===== src/rtl/acc_cpu_core.sv =====
// acc_cpu_core: parametrised accumulator CPU with a hardware call stack and a data memory.
// Executes one instruction per tick; both memories can be loaded while the core is held in reset.
//
// state | meaning
// IDLE  | waiting for the next step tick
// FETCH | synchronous read of prog_mem[pc] into ir
// EXEC  | execute ir, update acc/flags/pc/sp/data_mem
// HALT  | HLT executed, outputs frozen until reset
// FAULT | stack overflow/underflow, outputs frozen until reset
module acc_cpu_core #(
   parameter int DW       = 8,
   parameter int AW       = 6,
   parameter int SD       = 8,
   parameter int TICK_DIV = 50000000
) (
   input  logic          clk,
   input  logic          reset,
   input  logic          ld_prog_we,
   input  logic          ld_data_we,
   input  logic [AW-1:0] ld_addr,
   input  logic [DW+5:0] ld_wdata,
   output logic [DW-1:0] acc,
   output logic          carry,
   output logic          parity,
   output logic          sign,
   output logic          zero,
   output logic [AW-1:0] pc,
   output logic          halted,
   output logic          stack_err
);

   localparam logic [2:0] S_IDLE  = 3'd0;
   localparam logic [2:0] S_FETCH = 3'd1;
   localparam logic [2:0] S_EXEC  = 3'd2;
   localparam logic [2:0] S_HALT  = 3'd3;
   localparam logic [2:0] S_FAULT = 3'd4;

   localparam logic [5:0] OP_ADD  = 6'b000000;
   localparam logic [5:0] OP_SUB  = 6'b000001;
   localparam logic [5:0] OP_CALL = 6'b000010;
   localparam logic [5:0] OP_JMP  = 6'b000011;
   localparam logic [5:0] OP_OR   = 6'b000100;
   localparam logic [5:0] OP_AND  = 6'b000101;
   localparam logic [5:0] OP_JNZ  = 6'b000110;
   localparam logic [5:0] OP_XOR  = 6'b000111;
   localparam logic [5:0] OP_JNC  = 6'b001000;
   localparam logic [5:0] OP_MVI  = 6'b001001;
   localparam logic [5:0] OP_ADI  = 6'b001010;
   localparam logic [5:0] OP_SUBI = 6'b001011;
   localparam logic [5:0] OP_ORI  = 6'b001100;
   localparam logic [5:0] OP_ANI  = 6'b001101;
   localparam logic [5:0] OP_RET  = 6'b001110;
   localparam logic [5:0] OP_STA  = 6'b010000;
   localparam logic [5:0] OP_LDA  = 6'b010001;
   localparam logic [5:0] OP_JZ   = 6'b010010;
   localparam logic [5:0] OP_JC   = 6'b010011;
   localparam logic [5:0] OP_HLT  = 6'b111111;

   localparam int TCW = (TICK_DIV > 1) ? $clog2(TICK_DIV) : 1;
   localparam int SPW = $clog2(SD + 1);
   localparam int SIW = (SD > 1) ? $clog2(SD) : 1;
   localparam logic [SPW-1:0] SP_FULL = SPW'(SD);
   localparam logic [TCW-1:0] TC_LAST = TCW'(TICK_DIV - 1);

   logic [DW+5:0] prog_mem  [0:(1<<AW)-1];
   logic [DW-1:0] data_mem  [0:(1<<AW)-1];
   logic [AW-1:0] stack_mem [0:SD-1];

   logic [2:0]     state;
   logic [TCW-1:0] tick_cnt;
   logic           tick;
   logic [DW+5:0]  ir;
   logic [SPW-1:0] sp;
   logic [SPW-1:0] sp_dec;
   logic [5:0]     opcode;
   logic [DW-1:0]  operand;
   logic [DW-1:0]  mem_rd;
   logic [AW-1:0]  addr;
   logic [AW-1:0]  pc_inc;
   logic           in_exec;
   logic           call_ok;
   logic           ret_ok;
   logic           alu_wr;
   logic           alu_carry;
   logic [DW-1:0]  alu_acc;

   assign tick    = (tick_cnt == TC_LAST);
   assign opcode  = ir[DW+5:DW];
   assign operand = ir[DW-1:0];
   assign addr    = operand[AW-1:0];
   assign mem_rd  = data_mem[addr];
   assign pc_inc  = pc + AW'(1);
   assign sp_dec  = sp - SPW'(1);
   assign in_exec = (state == S_EXEC);
   assign call_ok = in_exec && (opcode == OP_CALL) && (sp < SP_FULL);
   assign ret_ok  = in_exec && (opcode == OP_RET) && (sp != '0);

   // The carry-out bit of the DW+1 wide subtraction is the unsigned borrow.
   always_comb begin
      alu_wr    = 1'b0;
      alu_acc   = acc;
      alu_carry = 1'b0;
      case (opcode)
         OP_ADD: begin
            {alu_carry, alu_acc} = {1'b0, acc} + {1'b0, mem_rd};
            alu_wr = 1'b1;
         end
         OP_ADI: begin
            {alu_carry, alu_acc} = {1'b0, acc} + {1'b0, operand};
            alu_wr = 1'b1;
         end
         OP_SUB: begin
            {alu_carry, alu_acc} = {1'b0, acc} - {1'b0, mem_rd};
            alu_wr = 1'b1;
         end
         OP_SUBI: begin
            {alu_carry, alu_acc} = {1'b0, acc} - {1'b0, operand};
            alu_wr = 1'b1;
         end
         OP_OR: begin
            alu_acc = acc | mem_rd;
            alu_wr  = 1'b1;
         end
         OP_AND: begin
            alu_acc = acc & mem_rd;
            alu_wr  = 1'b1;
         end
         OP_XOR: begin
            alu_acc = acc ^ mem_rd;
            alu_wr  = 1'b1;
         end
         OP_ORI: begin
            alu_acc = acc | operand;
            alu_wr  = 1'b1;
         end
         OP_ANI: begin
            alu_acc = acc & operand;
            alu_wr  = 1'b1;
         end
         OP_MVI: begin
            alu_acc = operand;
            alu_wr  = 1'b1;
         end
         OP_LDA: begin
            alu_acc = mem_rd;
            alu_wr  = 1'b1;
         end
         default: ;
      endcase
   end

   always_ff @(posedge clk) begin
      if (!reset) begin
         state     <= S_IDLE;
         tick_cnt  <= '0;
         ir        <= '0;
         pc        <= '0;
         sp        <= '0;
         acc       <= '0;
         carry     <= 1'b0;
         parity    <= 1'b0;
         sign      <= 1'b0;
         zero      <= 1'b0;
         halted    <= 1'b0;
         stack_err <= 1'b0;
      end else begin
         tick_cnt <= tick ? '0 : tick_cnt + TCW'(1);
         case (state)
            S_IDLE: begin
               if (tick) state <= S_FETCH;
            end
            S_FETCH: begin
               ir    <= prog_mem[pc];
               state <= S_EXEC;
            end
            S_EXEC: begin
               state <= S_IDLE;
               pc    <= pc_inc;
               if (alu_wr) begin
                  acc    <= alu_acc;
                  carry  <= alu_carry;
                  parity <= ~^alu_acc;
                  sign   <= alu_acc[DW-1];
                  zero   <= (alu_acc == '0);
               end
               case (opcode)
                  OP_JMP: pc <= addr;
                  OP_JNZ: if (!zero) pc <= addr;
                  OP_JZ:  if (zero) pc <= addr;
                  OP_JNC: if (!carry) pc <= addr;
                  OP_JC:  if (carry) pc <= addr;
                  OP_CALL: begin
                     if (call_ok) begin
                        sp <= sp + SPW'(1);
                        pc <= addr;
                     end else begin
                        pc        <= pc;
                        stack_err <= 1'b1;
                        state     <= S_FAULT;
                     end
                  end
                  OP_RET: begin
                     if (ret_ok) begin
                        sp <= sp_dec;
                        pc <= stack_mem[sp_dec[SIW-1:0]];
                     end else begin
                        pc        <= pc;
                        stack_err <= 1'b1;
                        state     <= S_FAULT;
                     end
                  end
                  OP_HLT: begin
                     pc     <= pc;
                     halted <= 1'b1;
                     state  <= S_HALT;
                  end
                  default: ;
               endcase
            end
            default: ;
         endcase
      end
   end

   always_ff @(posedge clk) begin
      if (!reset && ld_prog_we) prog_mem[ld_addr] <= ld_wdata;
   end

   // Loader owns data memory during reset; STA owns it while running.
   always_ff @(posedge clk) begin
      if (!reset) begin
         if (ld_data_we) data_mem[ld_addr] <= ld_wdata[DW-1:0];
      end else if (in_exec && (opcode == OP_STA)) begin
         data_mem[addr] <= acc;
      end
   end

   always_ff @(posedge clk) begin
      if (reset && call_ok) stack_mem[sp[SIW-1:0]] <= pc_inc;
   end

endmodule


===== config.mk =====
export PLATFORM = sky130hd
export DESIGN_NAME = acc_cpu_core
export DESIGN_NICKNAME = d
export VERILOG_FILES = /design/src/rtl/acc_cpu_core.sv
export SDC_FILE = /design/constraint.sdc
export NUM_CORES = 2
export LEC_CHECK = 0
export ABC_AREA = 1
export BUFFER_PORTS_ARGS = -buffer_cell sky130_fd_sc_hd__buf_2
export CORE_MARGIN = 3
export CORE_UTILIZATION = 57
export DETAILED_ROUTE_END_ITERATION = 7
export GPL_ROUTABILITY_DRIVEN = 1
export PLACE_DENSITY_LB_ADDON = 0.08
export SKIP_CTS_REPAIR_TIMING = 1
export SLEW_MARGIN = 20
export SYNTH_ARGS = -nofsm -noshare
export SYNTH_HDL_FRONTEND = slang
export SYNTH_SLANG_ARGS = --single-unit

===== constraint.sdc =====
create_clock -name clk -period 5.1 [get_ports clk]
set_input_delay 0.765 -clock clk [delete_from_list [all_inputs] [get_ports clk]]
set_output_delay 0.765 -clock clk [all_outputs]
set_load 0.05 [all_outputs]

# Yosys cells after proc, flatten, opt, wreduce, memory -nomap -nowiden
# Memories as Yosys holds them, arrays and structs flattened. A register that Yosys moved wholly into a read port is not among the register bits.
# Cells that the tools add are included.
# totals
register_bits	53
ramBits	1456
n_memories	3
# classes
n_addsub	8
order_cmp	1
n_eq_ne	27
muxes	34
bitwise	7
reduce_logical	25
# memory_table
memory	depth	width	rd	rd_ports_with_merged_regs	write_ports	line_no	rtl
prog_mem	64	14	1	1	1	65	logic [DW+5:0] prog_mem [0:(1<<AW)-1];
data_mem	64	8	1	0	1	66	logic [DW-1:0] data_mem [0:(1<<AW)-1];
stack_mem	8	6	1	0	1	67	logic [AW-1:0] stack_mem [0:SD-1];
# op_table
cell	n
$pmux 8 s11	1
$pmux 6 s8	1
$eq 6x4->1 const B	7
$mux 6	7
$add 26x1->26 const B	1
$eq 26x26->1 const B	1
$eq 6x3->1 const B	4
$eq 6x5->1 const B	4
$add 8x8->9	2
$pmux 3 s3	2
$sub 8x8->9	2
$and 8x8->8	2
$or 8x8->8	2
$mux 1	14
$eq 6x2->1 const B	2
$reduce_and 4->1	3
$reduce_or 11->1	1
$ne 2x2->1 const B	5
$mux 3	3
$logic_not 8->1	1
$mux 4	2
$mux 8	1
$pmux 4 s2	1
$reduce_or 8->1	1
other kinds (22)	32

# Depth between registers and ports, before layout
# depth
ltp_word	7
ltp_mapped	32
mapped_depth_nobuf	28

# Least setup slack after synthesis
# OpenSTA, ideal clock, no wires.
# synth_path
kind	input-to-reg
from	in reset
to	mem data_mem[0][0] (data pin)
setup_time_ns	0.702
arrival_time_ns	4.378
required_time_ns	4.398
path_slack_ns	0.020
path_stages	7
n_path_buf	3
cell_sequence	buf_2 -> inv_2 -> nor4_4 -> buf_6 -> inv_2 -> clkbuf_1 -> o21ai_0
# synth_via
elab_chain_cells	4
# synth_rtl
item	line_no	rtl
from (decl)	17	input logic reset,
$mux 1	231	if (!reset) begin
$mux 1 (implied by the code)	234	data_mem[addr] <= acc;
$reduce_or 8->1 (no line)	--	
$mux 8 (no line)	--	
to (decl)	66	
# No other way between the ends.

# Final worst setup path
# layout_path
from	reg ir[0] (read register of prog_mem)
to	reg parity
# layout_via
elab_chain_cells	4
elab_cells_between_ends	12
classes_between	add/sub (4); mux (1); bitwise (5); reduce/logical (1); memory (1)
# layout_rtl
item	line_no	rtl
from (decl)	72	logic [DW+5:0] ir;
$mem_v2 64x8	--	
$sub 8x8->9, or another cell as far along	113	{alu_carry, alu_acc} = {1'b0, acc} - {1'b0, mem_rd};
$pmux 8 s11 (*)	103	case (opcode)
$reduce_xnor 8->1 (*)	182	parity <= ~^alu_acc;
to (signal assigned)	182	
to (decl)	24	output logic parity,
# Every way passes the cells marked *; elsewhere a longest branch is shown, timed or not.
# A chain may end at the register's enable or synchronous reset.

==> reports/qor.yml <==
timing:
  tightest_slew_ps: 1040
  rsz0062_at_grt: "no"
  hold_viol: 0
  slew_violations: 0
  timing.clock.skew_ps: 23.5
  setup_viol: 0
  slew_headroom_pct: 30.4
  max_clock_freq_ghz: 0.218
  min_period_ps: 4580
  fin_setup_tns_ps: 0
  finalCritPeriodShare_pct: 89.8
grt:
  globalRouteOverflowTotal: 0
  grt_pass1_vias: 39800
  grt_max_degree: 169
  first_pass_grt_wire_length_um: 253000
  grt_antenna_before_repair: 6
  global_route.usage.total_pct: 29.0
die:
  io-pin-count: 44
  core_area_um2: 110000
  fp.dieH_um: 339
  die_width_um: 339
  start_util_pct: 57.8
  floorplan.rows: 121
  die_area_um2: 115000
pwr:
  switchingPower_uw: 4910
  vdd_ir_drop_max_uv: 337
  power.share.sequential_pct: 55.7
  power_frac_clock_pct: 42.9
  internal-power_uw: 19700
  cellLeakagePower_uw: 0.0243
  pwr_density_cell_nw_per_um2: 350
  power_switching_share_pct: 19.9
  power.combinational.fraction_pct: 1.4
clock_network:
  clk_transition_reported_paths_ps: 60
  cts_htree_levels: 4
  cts_inserted_buffers: 154
  cts_buffer_depth: 3
  cts.sink_count: 1522
  tritoncts: "yes"
  clock_tree.root_cell: "clkbuf_16"
  clock_latency_of_the_later_clocked_register_in_the_worst_skew_pair_ps: 750
routing:
  ant_nets: 0
  vias: 42900
  drt-vias-per-instance: 6.13
  avgRoutedWirePerCell_um: 24.2
  remaining_drc_errors: 0
  totalWireLength_um: 169000
  drt_first_iter_violations: 5171
  detailedRoute.firstPassIterationCount: 5
setup_path:
  crit_type: "flop to flop"
  rr_endpoint: "parity"
  cp_data_required_time_ps: 5730
  regToRegSetupSlack_ps: 520
  worst_r2r_startpoint: "ir[0]"
  critPathLaunchType: "flop"
  crit_path_max_incr_delay_ps: 430
  timing.critical_path.to_type: "flop"
  critical_path_peak_fanout: 93
  crit_slowest_cell: "ha_1"
  critPathTopFamily: "simple AND/OR/NAND/NOR gates"
  number_of_cell_instances_on_the_worst_register_to_register_path: 25
  critical-path-top-cell-by-count: "nand2_1"
  worst-endpoint-arrival_ps: 5210
  crit_buf_inv: 5
synth:
  synth_async_sr_flop_share_pct: 0
  seq_area_frac_synth_pct: 71.1
  predominant_post_synthesis_flop_cell: "edfxtp_1"
  synthesis.nets: 5424
  post_synth_num_cell_types: 48
  syn_area_um2: 63300
  synth_edf_count: 1456
  postSynthRegisterBits: 1522
  warning_count_from_the_yosys_run: 0
  synthesis.area_per_instance_um2: 11.8
  syn_inst: 5354
final_layout:
  finalInstanceArea_um2: 70500
  area.growth.synth_to_final_pct: 11.3
  fillerInstances: 8428
  design.final.nets: 5460
  final_cell_count_no_fill: 6991
  post_route_cells_drive_above_1_share_pct: 8.71
placed_design:
  port_buffers: 43
  placed_area_um2: 65700
  detailedPlacementHpwl_um: 98000
  globalplace.congestion: 0.909
  dpl.cell_count: 6710
hold_path:
  timing.hold.worst_endpoint: "prog_mem[57][2]"
  min_path_cells: 1
  hp-class: "input port to flop"
  hold_path_startpoint: "ld_wdata[2]"
status:
  run_status: "complete, no violations"
run:
  cap_violations: 0
==> worst max path at each step <==
stage               start             end  slack, ps  depth (start not counted)
floorplan           reset  data_mem[0][0]         20                          7
global placement    ir[0]          parity        620                         27
detailed placement  ir[0]          parity        580                         27
CTS                 ir[0]          parity        540                         27
global route        ir[0]          parity         30                         26
finish              ir[0]          parity        520                         25
==> cells in the final DEF, fill, tap and decap left out, drive strengths merged, types with 2 or more instances in the layout <==
cell,synthesis,layout
a211oi,2,2
a21o,3,3
a21oi,86,86
a31o,2,2
a31oi,4,4
a41oi,2,2
and3,3,3
buf,65,220
bufinv,0,4
clkbuf,275,196
clkinv,2,70
clkinvlp,0,3
dfxtp,66,66
diode,0,4
edfxtp,1456,1456
fa,4,4
ha,42,42
inv,185,191
nand2,835,835
nand3,627,627
nand3b,3,3
nand4,38,38
nor2,687,687
nor3,27,27
nor3b,3,3
nor4,11,11
o2111ai,4,4
o211ai,119,119
o21ai,522,522
o21bai,7,7
o221ai,134,134
o22ai,108,108
o31ai,3,3
or2,8,8
xnor2,5,5
xor2,10,10
==> through the flow <==
stage / total power (µW) / hold WS [ps] / utilization [%] / setup slack (ps)
after global placement: 14300 / 430 / 60.0 / 621
after floorplan: 14100 / 418 / - / 20.2
final: 24700 / 370 / 64.3 / 518
after global routing: 25300 / 339 / 64.3 / 27.2
after CTS: 24800 / 335 / 64.3 / 535
after detailed placement: 14300 / 438 / 60.0 / 583
==> synth_stat cells (38+ instances only) <==
cell type	number	share of area, %
nor2_1	685	4.1
dfxtp_1	66	2.1
inv_1	174	1.0
edfxtp_1	1456	69
o211ai_1	119	1.4
o221ai_1	134	1.9
o22ai_1	108	1.1
o21ai_0	522	4.1
nand3_1	627	5.0
nand2_1	835	4.9
a21oi_1	80	0.63
clkbuf_1	275	1.6
nand4_1	38	0.38
ha_1	42	0.83
==> worst register-to-register path, stage by stage, from the launching register on <==
cell and delay (ps):
dfxtp_4 400, buf_12 380, buf_4 360, nand2_1 90, nand3_1 80, nand3_1 100
nand2_1 90, nand2_1 100, nand3_1 190, nand3_1 130, nand2_1 130, inv_1 50
ha_1 430, inv_1 160, or2_2 290, nand3_1 100, o2111ai_1 140, nor3_1 200
nand2_1 90, nor2_1 150, nand2_1 70, inv_1 60, ha_1 230, xnor2_1 190
xnor2_1 150, a21oi_1 100
==> kinds of logic after synthesis <==
kind of cell | synth area share, %
AO/OA/AOI/OAI | 9.59
XOR/XNOR | 0.207
adder cells (fa/ha/maj) | 0.956
buffers and inverters | 3.20
flip-flops | 71.1
AND/OR/NAND/NOR | 14.9
==> registers in the layout, summed over array words and instances, names as in the netlist, 4 cells and up <==
name	count
acc	8
data_mem	512
tick_cnt	26
ir	14
prog_mem	896
pc	6
stack_mem	48
sp	4
==> routing by layer <==
layer / GRT usage, % / up-vias / routed length, µm
li1: - / 19600 / -
met2: 43.2 / 2028 / 75300
met3: 5.70 / 260 / 17100
met4: 9.09 / 4 / 5030
met5: 0 / - / 20
met1: 43.4 / 20900 / 71400
==> layout make-up <==
cell class              count  area (µm²)  area share (%)
diodes                      4        10.0          0.0142
clock buffers             196        4180            5.93
clock inverters            81         524           0.744
inverters                 187         724            1.03
multi-input cells        3305       16400            23.2
flip-flops and latches   1522       45100            64.0
well taps                1476        1850            2.62
repair buffers            220        1760            2.49
==> power groups by stage <==
stage	Combinational (µW)	Sequential (µW)	Clock [µW]
4_1_cts	348	13700	10700
5_1_grt	376	13700	11200
2_1_floorplan	95.6	14000	0
3_3_place_gp	340	14000	0
6_report	352	13700	10600
3_5_place_dp	348	14000	0
(Power assumes the default switching activity.)
